## config.mk

```make
export PLATFORM = sky130hd
export DESIGN_NAME = dmem_arbiter
export DESIGN_NICKNAME = d
export VERILOG_FILES = /design/src/rtl/dmem_arbiter.sv
export SDC_FILE = /design/constraint.sdc
export NUM_CORES = 1
export LEC_CHECK = 0
export BUFFER_PORTS_ARGS = -buffer_cell sky130_fd_sc_hd__buf_2
export CORE_AREA = 10 10 110 112
export DETAILED_ROUTE_END_ITERATION = 7
export DIE_AREA = 0 0 120 122
export PLACE_DENSITY = 0.73
export SLEW_MARGIN = 20
export SYNTH_ARGS = -nofsm -noshare
export SYNTH_HDL_FRONTEND = slang
export SYNTH_SLANG_ARGS = --single-unit
```

## constraint.sdc

```tcl
create_clock -name clk -period 4 [get_ports clk]
set_clock_uncertainty 0.05 [all_clocks]
set_input_delay 0.2 -clock clk [delete_from_list [all_inputs] [get_ports clk]]
set_output_delay 0.2 -clock clk [all_outputs]
set_load 0.05 [all_outputs]
```

## src/rtl/dmem_arbiter.sv

```systemverilog
// dmem_arbiter: shares one single-port, synchronous-read data memory between
// the CPU MEM stage (M0) and a secondary master such as a loader or DMA (M1).
// At most one access is issued per cycle; read data is steered back to the
// master that issued the read, one cycle after its grant.
module dmem_arbiter #(
    parameter int ADDR_W       = 32,
    parameter int DATA_W       = 32,
    parameter int RR_MODE      = 1,
    parameter int STARVE_LIMIT = 4
) (
    input  logic              clk,
    input  logic              reset,

    input  logic              m0_req,
    input  logic              m0_we,
    input  logic [ADDR_W-1:0] m0_addr,
    input  logic [DATA_W-1:0] m0_wdata,
    output logic              m0_gnt,
    output logic              m0_rvalid,
    output logic [DATA_W-1:0] m0_rdata,

    input  logic              m1_req,
    input  logic              m1_we,
    input  logic [ADDR_W-1:0] m1_addr,
    input  logic [DATA_W-1:0] m1_wdata,
    output logic              m1_gnt,
    output logic              m1_rvalid,
    output logic [DATA_W-1:0] m1_rdata,

    output logic              mem_en,
    output logic              mem_we,
    output logic [ADDR_W-1:0] mem_addr,
    output logic [DATA_W-1:0] mem_wdata,
    input  logic [DATA_W-1:0] mem_rdata
);

    // Which master owns the read currently returning from memory.
    typedef enum logic [1:0] {
        TAG_NONE = 2'd0,
        TAG_M0   = 2'd1,
        TAG_M1   = 2'd2
    } rd_tag_e;

    // Identity of the most recently granted master, used for round-robin.
    typedef enum logic {
        MST_M0 = 1'b0,
        MST_M1 = 1'b1
    } master_e;

    localparam logic [3:0] LIMIT = 4'(STARVE_LIMIT);

    rd_tag_e           rd_tag_q, rd_tag_d;
    master_e           last_q, last_d;
    logic [3:0]        starve_cnt_q, starve_cnt_d;
    logic [DATA_W-1:0] rdata0_q, rdata0_d;
    logic [DATA_W-1:0] rdata1_q, rdata1_d;

    logic              gnt0;
    logic              gnt1;

    // Grant decision: a lone requester always wins; a tie is resolved either
    // by alternation or by M0 priority with a forced M1 grant once M1 has
    // been refused STARVE_LIMIT cycles in a row.
    always_comb begin
        gnt0 = 1'b0;
        gnt1 = 1'b0;
        if (m0_req && !m1_req) begin
            gnt0 = 1'b1;
        end else if (!m0_req && m1_req) begin
            gnt1 = 1'b1;
        end else if (m0_req && m1_req) begin
            if (RR_MODE != 0) begin
                if (last_q == MST_M1) begin
                    gnt0 = 1'b1;
                end else begin
                    gnt1 = 1'b1;
                end
            end else begin
                if (starve_cnt_q == LIMIT) begin
                    gnt1 = 1'b1;
                end else begin
                    gnt0 = 1'b1;
                end
            end
        end
    end

    assign m0_gnt = gnt0;
    assign m1_gnt = gnt1;

    // Memory-side mux: fields of the granted master, all zero when idle so
    // the bus does not toggle without an access.
    always_comb begin
        mem_en    = gnt0 | gnt1;
        mem_we    = 1'b0;
        mem_addr  = '0;
        mem_wdata = '0;
        if (gnt0) begin
            mem_we    = m0_we;
            mem_addr  = m0_addr;
            mem_wdata = m0_wdata;
        end else if (gnt1) begin
            mem_we    = m1_we;
            mem_addr  = m1_addr;
            mem_wdata = m1_wdata;
        end
    end

    // Next-state: read tag for the coming data beat, round-robin pointer,
    // starvation counter, and the held copies of each master's read data.
    always_comb begin
        rd_tag_d     = TAG_NONE;
        last_d       = last_q;
        starve_cnt_d = 4'd0;
        rdata0_d     = rdata0_q;
        rdata1_d     = rdata1_q;

        if (gnt0) begin
            last_d = MST_M0;
            if (!m0_we) begin
                rd_tag_d = TAG_M0;
            end
        end else if (gnt1) begin
            last_d = MST_M1;
            if (!m1_we) begin
                rd_tag_d = TAG_M1;
            end
        end

        if (RR_MODE == 0 && m1_req && !gnt1) begin
            if (starve_cnt_q == LIMIT) begin
                starve_cnt_d = starve_cnt_q;
            end else begin
                starve_cnt_d = starve_cnt_q + 4'd1;
            end
        end

        if (rd_tag_q == TAG_M0) begin
            rdata0_d = mem_rdata;
        end
        if (rd_tag_q == TAG_M1) begin
            rdata1_d = mem_rdata;
        end
    end

    // State registers; reset drops any in-flight read and makes M0 win the
    // first tie by pretending M1 was served last.
    always_ff @(posedge clk or negedge reset) begin
        if (!reset) begin
            rd_tag_q     <= TAG_NONE;
            last_q       <= MST_M1;
            starve_cnt_q <= 4'd0;
            rdata0_q     <= '0;
            rdata1_q     <= '0;
        end else begin
            rd_tag_q     <= rd_tag_d;
            last_q       <= last_d;
            starve_cnt_q <= starve_cnt_d;
            rdata0_q     <= rdata0_d;
            rdata1_q     <= rdata1_d;
        end
    end

    // Return path: the valid strobe is a decode of the registered tag, and
    // data is taken straight from memory during the beat, held afterwards.
    always_comb begin
        m0_rvalid = (rd_tag_q == TAG_M0);
        m1_rvalid = (rd_tag_q == TAG_M1);
        m0_rdata  = (rd_tag_q == TAG_M0) ? mem_rdata : rdata0_q;
        m1_rdata  = (rd_tag_q == TAG_M1) ? mem_rdata : rdata1_q;
    end

endmodule

```

==> results.py, run 1 <==
metrics = {
    "critical_path": {
        "crit_path_end_kind": "primary output",
        "cp.required_ns": 3.75,
        "reg2reg_depth": 2,
        "rr_startpoint": "rd_tag_q[1]$_DFF_PN0_",
        "arrival_ns": 2.43,
        "r2r-end": "rdata0_q[8]$_DFF_PN0_",
        "startpoint_type": "flop",
        "crit_type": "flop to primary output",
        "crit_fanout": 41,
        "r2r_setup_slack_ns": 2.15,
    },
    "detailed_routing": {
        "dr.pass1.iters": 5,
        "num_vias": 3440,
        "final_antenna_net_count": 0,
        "wl_per_cell_um": 23.8,
        "drc": 0,
        "dr.first_iter.drc_count": 265,
        "routed_wl_um": 15700,
        "routed_via_density": 5.20,
    },
    "final_layout": {
        "final_cell_mix": "298 x buf_2, 66 x dfrtp_1, 65 x a32o_1",
        "antenna_cells": 0,
        "final_common_cell": "buf_2",
        "num-fill-cells": 959,
        "drive_above_1_share_pct": 73.5,
        "instances_no_fill": 661,
        "finalNetCount": 687,
        "syn2layout_area_growth_pct": 53.3,
    },
    "yosys": {
        "ys.flop_type": "dfrtp_1",
        "yosysUniqueCellTypes": 18,
        "avgSynthCellArea_um2": 13.9,
        "synthesis.area_um2": 3300,
        "ys_seq_area_share_pct": 50.8,
        "synth_edf_count": 0,
        "synth-seq-cells": 67,
        "postSynthCellCount": 237,
        "yosysWarnings": 0,
        "async_flop_share_pct": 100,
        "synth_nets": 403,
    },
    "min_path": {
        "hold_end": "rdata0_q[29]$_DFF_PN0_",
        "worstHoldStart": "mem_rdata[29]",
        "min_path_cells": 2,
        "hold_path_class": "input pin to flop",
    },
    "job": {
        "cap_viol_max_count": 0,
    },
    "power_and_ir_drop": {
        "peakVddDrop_mv": 0.299,
        "powerDensity_nw_per_um2": 598,
        "leakage_nw": 2.57,
    },
    "clock_network": {
        "cts_tree": "built",
        "cts_hold_buf": 2,
        "cts_sinks": 67,
        "cts-root-buf": "clkbuf_8",
        "ctsResizeCount": 0,
        "clk_path_buf_depth": 2,
        "clk_pin_slew_ns": 0.08,
        "cts_inserted_buffers": 9,
        "htree_num_levels": 3,
        "clk_latency_ns": 0.33,
        "cts_setup_buffers": 0,
    },
    "timing": {
        "fmax_ghz": 0.374,
        "holdWs_ns": 0.0716,
        "min_period_over_period_pct": 66.9,
        "rsz0062_at_grt": "no",
        "slew_headroom_pct": 31.5,
        "fin_setup_tns_ns": 0,
        "setup_viol": 0,
        "tightestPinTransition_ns": 1.03,
        "finalMaxSlewViolations": 0,
        "period_needed_ns": 2.68,
        "hold_viol": 0,
    },
    "grt": {
        "grt_max_degree": 71,
        "grt-ovfl-total": 0,
        "antenna_found_initial": 0,
        "grt_pass1_wl_um": 22100,
        "grt_pass1_vias": 3596,
        "grt_usage_pct": 19.5,
    },
    "die": {
        "die_area_um2": 14600,
        "core_area_um2": 10000,
        "die_h_um": 122,
        "dieWidth_um": 120,
        "boundaryPins": 300,
        "initial_core_util_pct": 32.9,
        "rows": 37,
    },
    "run_status": {
        "status": "complete, no violations",
    },
    "placed_design": {
        "dp_cells": 644,
        "gp_congestion": 0.994,
        "hpwl_um": 13000,
        "portBuffers": 299,
    },
}
==> per-stage QoR <==
stage | power [mW] | setup WS (ns) | util, % | area [um^2]
after floorplan | 2.05 | 2.27 | - | 3300
after global placement | 2.41 | 1.33 | 48.0 | 4830
after detailed placement | 2.44 | 1.25 | 48.0 | 4830
after CTS | 3.07 | 1.23 | 50.4 | 5060
after global routing | 3.17 | 1.21 | 50.4 | 5060
final | 3.03 | 1.32 | 50.4 | 5060
==> worst max path at each step <==
stage                                   from            to  slack [ns]  cells past startpoint
after global routing      last_q$_DFFE_PN1P_  mem_addr[30]        1.21                      4
after CTS                             m0_req  mem_addr[23]        1.23                      5
final                     last_q$_DFFE_PN1P_  mem_addr[23]        1.32                      4
after floorplan           last_q$_DFFE_PN1P_   mem_addr[0]        2.27                      4
after global placement                m0_req  mem_addr[23]        1.33                      5
after detailed placement              m0_req  mem_addr[23]        1.25                      5
==> registers in the layout (all words and copies together), names as in the netlist <==
name / flops
rdata0_q: 32
rdata1_q: 32
rd_tag_q: 2
last_q: 1
==> cell families after synthesis <==
group	count (synthesis)	share of synthesized area (%)
buf+inv	31	5.42
compound gates	67	20.2
flops	67	50.8
mux	64	21.8
simple gates	8	1.74
==> cell type report <==
class,count,area (um^2),share of cell area [%]
Sequential cell,67,1680,33.1
Timing Repair Buffer,303,1530,30.3
Multi-Input combinational cell,139,1460,28.9
Tap cell,136,170,3.36
Clock buffer,9,124,2.45
Clock inverter,6,90.1,1.78
Inverter,1,3.75,0.0741
==> synth_stat cells, types with 2 or more instances <==
master    count  area (um^2)
dfrtp_1      66         1650
a32o_1       65          651
mux2_2       64          721
buf_2        14         70.1
clkbuf_1      8         30.0
buf_4         4         30.0
buf_6         4         45.0
nor2b_1       2         12.5
==> power breakdown <==
| part | total (mW) | internal, mW | switching (mW) |
|---|---|---|---|
| Clock | 0.612 | 0.350 | 0.262 |
| Combinational | 1.55 | 0.394 | 1.15 |
| Sequential | 0.870 | 0.832 | 0.0382 |
==> metal layers <==
metal,global-route usage [%],part of all wire [%],wire (um),vias up
met2,31.9,49,7660,217
met1,21.8,37,5880,1679
met4,5.05,1.6,253,0
met3,10.9,12,1910,16
met5,0,0,0,-
li1,-,-,-,1528
==> worst max-delay path: stages (launching register included) <==
cell,delay (ns)
dfstp_2,0.40
a21boi_4,0.78
buf_4,0.43
a32o_1,0.19
buf_2,0.28
(Power assumes the default switching activity.)
==> run 2: changes to the inputs <==
--- a/config.mk
+++ b/config.mk
@@ -6,10 +6,10 @@
 export NUM_CORES = 1
 export LEC_CHECK = 0
 export BUFFER_PORTS_ARGS = -buffer_cell sky130_fd_sc_hd__buf_2
-export CORE_AREA = 10 10 110 112
+export CORE_AREA = 10 10 108 110
 export DETAILED_ROUTE_END_ITERATION = 7
-export DIE_AREA = 0 0 120 122
-export PLACE_DENSITY = 0.73
+export DIE_AREA = 0 0 118 120
+export PLACE_DENSITY = 0.76
 export SLEW_MARGIN = 20
 export SYNTH_ARGS = -nofsm -noshare
 export SYNTH_HDL_FRONTEND = slang
==> constraint.sdc (replaced) <==
create_clock -name clk -period 2.6 [get_ports clk]
set_clock_uncertainty 0.05 [all_clocks]
set_input_delay 0.13 -clock clk [delete_from_list [all_inputs] [get_ports clk]]
set_output_delay 0.13 -clock clk [all_outputs]
set_load 0.05 [all_outputs]
==> run 2 against run 1 <==
Against the previous run: hold slack worse by 0.055 ns; register-to-register slack got worse by 1.2 ns; setup slack worse by 0.97 ns; cell count rose by 2.0%; count of clock-buffer cells in the layout is the same; wire length down 10%; largest cell class is now non-clock buffers; sequential power grew 54%.
==> results.py, run 2 (same netlist as run 1, synthesis figures left out) <==
metrics = {
    "run_status": {
        "status": "complete, no violations",
    },
    "min_path": {
        "worstHoldStart": "mem_rdata[11]",
        "hold_path_class": "input pin to flop",
        "min_path_cells": 2,
        "hold_end": "rdata1_q[11]$_DFF_PN0_",
    },
    "clock_network": {
        "cts_inserted_buffers": 9,
        "clk_pin_slew_ns": 0.08,
        "ctsResizeCount": 0,
        "cts_tree": "built",
        "clk_path_buf_depth": 2,
        "htree_num_levels": 3,
        "cts_sinks": 67,
        "clk_latency_ns": 0.32,
        "cts-root-buf": "clkbuf_8",
    },
    "job": {
        "cap_viol_max_count": 0,
    },
    "final_layout": {
        "final_cell_mix": "299 x buf_2, 66 x dfrtp_1, 65 x a32o_1",
        "num-fill-cells": 845,
        "reg_top3": "rdata0_q (32), rdata1_q (32), rd_tag_q (2)",
        "final_common_cell": "buf_2",
        "drive_above_1_share_pct": 72.0,
        "stdcell_area_um2": 5210,
        "syn2layout_area_growth_pct": 57.7,
        "finalNetCount": 701,
        "post-route-util_pct": 54.5,
    },
    "power_and_ir_drop": {
        "powerDensity_nw_per_um2": 890,
        "switching_share_pct": 47.4,
        "clkPwrFrac_pct": 19.9,
        "leakage_nw": 2.64,
        "switching_power_mw": 2.20,
        "p_comb_share_pct": 51.1,
        "peakVddDrop_mv": 0.375,
        "p_seq_share_pct": 29.0,
        "p_int_mw": 2.44,
    },
    "grt": {
        "grt_usage_pct": 18.4,
        "grt-ovfl-total": 0,
        "grt_pass1_vias": 3623,
        "antenna_found_initial": 2,
        "grt_pass1_wl_um": 21000,
        "grt_max_degree": 68,
    },
    "placed_design": {
        "place_ws_ns": 0.721,
        "dpl-instance-area_um2": 4850,
        "portBuffers": 299,
        "gp_congestion": 0.919,
        "hpwl_um": 11600,
    },
    "detailed_routing": {
        "dr.first_iter.drc_count": 282,
        "wl_per_cell_um": 20.9,
        "drc": 0,
        "final_antenna_net_count": 0,
        "routed_via_density": 5.02,
        "num_vias": 3386,
        "wl_met2_um": 7310,
        "routed_wl_um": 14100,
        "dr.pass1.iters": 5,
        "wl_met3_um": 1420,
        "top_layer_used": "met4",
        "wl_met1_um": 5290,
    },
    "timing": {
        "slew_headroom_pct": 43.8,
        "min_period_over_period_pct": 86.4,
        "fin_setup_tns_ns": 0,
        "rsz0062_at_grt": "no",
        "setup_viol": 0,
        "period_needed_ns": 2.25,
        "finalMaxSlewViolations": 0,
        "holdWs_ns": 0.0167,
        "fmax_ghz": 0.445,
        "tightestPinTransition_ns": 0.843,
        "fin_ws_ns": 0.355,
        "hold_viol": 0,
    },
    "critical_path": {
        "crit_buf_inv": 1,
        "cp_cell_sequence": "nand2b_4, a32o_1, buf_2",
        "startpoint_type": "flop",
        "r2r_setup_slack_ns": 0.95,
        "crit_fanout": 67,
        "crit_type": "flop to primary output",
        "r2r-end": "rdata1_q[4]$_DFF_PN0_",
        "slowest_stage": "dfstp_2",
        "crit_path_end_kind": "primary output",
        "rr_startpoint": "rd_tag_q[1]$_DFF_PN0_",
        "cpPeakStageDelay_ns": 0.58,
        "critical-path-top-delay-family": "flip-flops",
        "reg2reg_depth": 2,
        "cp.required_ns": 2.42,
        "arrival_ns": 2.07,
    },
    "die": {
        "boundaryPins": 300,
        "rows": 36,
        "die_area_um2": 14200,
        "core_area_um2": 9550,
        "initial_core_util_pct": 34.6,
        "die_h_um": 120,
        "dieWidth_um": 118,
    },
}
==> run 2: cell types whose count changed in the layout (fill, tap and decap cells not counted), sizes merged <==
cell | previous run | this run
dlygate4sd3 | 2 | 14
buf | 301 | 303
diode | 0 | 2
==> run 2: worst max path at each step <==
stage                          startpoint            to  cells past startpoint  slack (ns)
finish                 last_q$_DFFE_PN1P_   mem_addr[6]                      3        0.35
floorplan              last_q$_DFFE_PN1P_   mem_addr[0]                      4        0.94
global placement    rd_tag_q[1]$_DFF_PN0_  m1_rdata[20]                      3        0.75
detailed placement  rd_tag_q[1]$_DFF_PN0_   m1_rdata[6]                      3        0.72
global route           last_q$_DFFE_PN1P_  mem_addr[17]                      3        0.25
CTS                 rd_tag_q[1]$_DFF_PN0_   m1_rdata[4]                      3        0.35
==> run 2: what timing repair did <==
item	in CTS	in global routing
hold buffers	13	1
hold endpoints to repair	46	1
buffers inserted	0	0
==> run 2: metrics by stage <==
| step | power, mW | std cells |
|---|---|---|
| finish | 4.64 | 674 |
| global route | 4.84 | 672 |
| CTS | 4.68 | 671 |
| detailed placement | 3.73 | 643 |
| global placement | 3.69 | 643 |
| floorplan | 3.15 | 237 |
==> run 2: power by group through the flow <==
stage               combinational, mW  sequential (mW)  clock (mW)
floorplan                        1.81             1.34           0
global placement                 2.34             1.35           0
detailed placement               2.36             1.37           0
CTS                              2.39             1.35       0.950
global route                     2.48             1.37       0.997
finish                           2.37             1.34       0.923
==> run 2: layer usage <==
metal  vias up  global-route usage, %
met5         -                      0
met1      1619                   20.2
met3         4                   8.11
met4         0                   3.25
li1       1552                      -
met2       211                   32.6
==> run 2: final cells by class <==
cell class	count	area, um^2	area share, %
Antenna cell	2	5.00	0.0961
Clock buffer	9	124	2.38
Clock inverter	6	90.1	1.73
Inverter	1	3.75	0.0721
Multi-Input combinational cell	139	1460	28.1
Sequential cell	67	1680	32.2
Tap cell	133	166	3.19
Timing Repair Buffer	317	1680	32.2
==> run 3: changes to the inputs <==
--- a/config.mk
+++ b/config.mk
@@ -9,7 +9,8 @@
 export CORE_AREA = 10 10 108 110
 export DETAILED_ROUTE_END_ITERATION = 7
 export DIE_AREA = 0 0 118 120
-export PLACE_DENSITY = 0.76
+export GPL_TIMING_DRIVEN = 1
+export PLACE_DENSITY = 0.77
 export SLEW_MARGIN = 20
 export SYNTH_ARGS = -nofsm -noshare
 export SYNTH_HDL_FRONTEND = slang
==> run 3 against run 2 <==
Against the previous run: sequential share of layout area decreased by 0.63 points; register-to-register slack about the same; clock power is 8.2% lower; flip-flop and latch count is the same; total power is 0.77% lower; combinational power up 2%; highest routed layer unchanged; die area unchanged.
==> results.py, run 3 (same netlist as run 1, synthesis figures left out) <==
metrics = {
    "run_status": {
        "status": "complete, no violations",
    },
    "final_layout": {
        "final_cell_mix": "299 x buf_2, 66 x dfrtp_1, 65 x a32o_1",
        "final-seq-area_um2": 1680,
        "reg_top3": "rdata0_q (32), rdata1_q (32), rd_tag_q (2)",
        "antenna_cells": 0,
        "instances_no_fill": 685,
        "drive_above_1_share_pct": 70.1,
        "syn2layout_area_growth_pct": 60.9,
        "final_common_cell": "buf_2",
        "finalNetCount": 714,
        "num-fill-cells": 850,
        "post-route-util_pct": 55.6,
        "multi_input_area_um2": 1460,
    },
    "detailed_routing": {
        "num_vias": 3515,
        "drc": 0,
        "final_antenna_net_count": 0,
        "wl_per_cell_um": 22.9,
        "routed_via_density": 5.13,
        "dr.pass1.iters": 5,
        "dr.first_iter.drc_count": 237,
        "routed_wl_um": 15700,
    },
    "critical_path": {
        "crit_type": "flop to primary output",
        "cpPeakStageDelay_ns": 0.58,
        "crit_path_end_kind": "primary output",
        "cp.required_ns": 2.42,
        "crit_fanout": 67,
        "slowest_stage": "dfstp_2",
        "cp_cell_sequence": "nand2b_4, a32o_1, buf_2",
        "arrival_ns": 2.20,
        "startpoint_type": "flop",
    },
    "clock_network": {
        "clk_pin_slew_ns": 0.07,
        "clk_latency_ns": 0.33,
        "ctsResizeCount": 0,
        "clk_path_buf_depth": 2,
        "cts_tree": "built",
        "htree_num_levels": 3,
        "cts_setup_buffers": 0,
        "cts_inserted_buffers": 9,
        "cts-root-buf": "clkbuf_8",
        "cts_sinks": 67,
    },
    "power_and_ir_drop": {
        "p_seq_share_pct": 29.2,
        "p_int_mw": 2.38,
        "leakage_nw": 2.68,
        "switching_share_pct": 48.3,
        "p_comb_share_pct": 52.4,
        "powerDensity_nw_per_um2": 866,
        "peakVddDrop_mv": 0.488,
        "switching_power_mw": 2.22,
        "clkPwrFrac_pct": 18.4,
    },
    "grt": {
        "grt_pass1_wl_um": 23000,
        "antenna_found_initial": 0,
        "grt_pass1_vias": 3891,
        "grt_usage_pct": 20.6,
        "grt-ovfl-total": 0,
        "grt_max_degree": 70,
    },
    "timing": {
        "setup_viol": 0,
        "period_needed_ns": 2.38,
        "min_period_over_period_pct": 91.5,
        "slew_headroom_pct": 43.6,
        "tightestPinTransition_ns": 0.846,
        "fmax_ghz": 0.420,
        "fin_ws_ns": 0.221,
        "rsz0062_at_grt": "no",
        "fin_setup_tns_ns": 0,
        "finalMaxSlewViolations": 0,
        "hold_viol": 0,
    },
    "die": {
        "dieWidth_um": 118,
        "rows": 36,
        "initial_core_util_pct": 34.6,
        "core_area_um2": 9550,
        "boundaryPins": 300,
        "die_area_um2": 14200,
        "die_h_um": 120,
    },
    "job": {
        "cap_viol_max_count": 0,
    },
    "placed_design": {
        "place_ws_ns": 0.590,
        "hpwl_um": 12800,
        "gp_congestion": 0.914,
        "portBuffers": 299,
        "dp_cells": 643,
    },
    "min_path": {
        "hold_path_class": "input pin to flop",
    },
}
run 3: changes by cell type in the layout (fill, tap and decap cells not counted):
cell,before,now
inv_6,1,0
bufinv_16,2,1
diode_2,2,0
dlygate4sd3_1,14,27
clkbuf_8,9,10
clkbuf_1,0,1
run 3: repair_timing:
item | in CTS | in global routing
hold buffers | 26 | 1
endpoints found under the setup margin | 0 | 0
hold endpoints to repair | 68 | 1
run 3: critical path, delay by kind of cell (launching register included):
| family | cells | cell delay [ns] |
|---|---|---|
| flops | 1 | 0.58 |
| simple gates | 1 | 0.58 |
| compound gates | 1 | 0.38 |
| buf+inv | 1 | 0.32 |
run 3: power by group through the flow:
stage / sequential [mW] / clock [mW] / combinational (mW)
2_1_floorplan: 1.34 / 0 / 1.81
3_3_place_gp: 1.35 / 0 / 2.36
5_1_grt: 1.37 / 0.933 / 2.51
4_1_cts: 1.35 / 0.886 / 2.42
6_report: 1.34 / 0.847 / 2.41
3_5_place_dp: 1.37 / 0 / 2.39
run 3: path summary, 6_finish.rpt:
check,startpoint,cells past startpoint,slack [ns],to
worst min register to register,rdata1_q[15]$_DFF_PN0_,1,0.44,rdata1_q[15]$_DFF_PN0_
max in group asynchronous,reset,3,1.19,rdata1_q[9]$_DFF_PN0_
min in group asynchronous,reset,2,0.38,rdata1_q[7]$_DFF_PN0_
worst min-delay path,mem_rdata[22],2,0.02,rdata1_q[22]$_DFF_PN0_
worst max-delay path,last_q$_DFFE_PN1P_,3,0.22,mem_addr[31]
worst max register to register,rd_tag_q[1]$_DFF_PN0_,2,0.95,rdata1_q[10]$_DFF_PN0_
run 3: layer usage:
layer  vias up  GRT usage (%)  wire [um]
li1       1579              -          -
met1      1721           22.4       5950
met2       198           36.4       8060
met3        17           7.88       1380
met4         0           6.72        317
met5         -              0          0
run 3: through the flow:
| stage | hold slack [ns] | cell area [um^2] | total power [mW] |
|---|---|---|---|
| after floorplan | -0.216 | 3300 | 3.15 |
| after global placement | 0.173 | 4850 | 3.71 |
| after detailed placement | 0.190 | 4850 | 3.76 |
| after CTS | 0.000859 | 5300 | 4.66 |
| after global routing | 0.000787 | 5310 | 4.81 |
| final | 0.0246 | 5310 | 4.60 |
run 3: cell type report:
cell class,count,share of cell area (%)
Timing Repair Buffer,330,34.1
Inverter,1,0.0707
Clock buffer,11,2.66
Multi-Input combinational cell,139,27.5
Sequential cell,67,31.6
Clock inverter,4,0.966
Tap cell,133,3.13
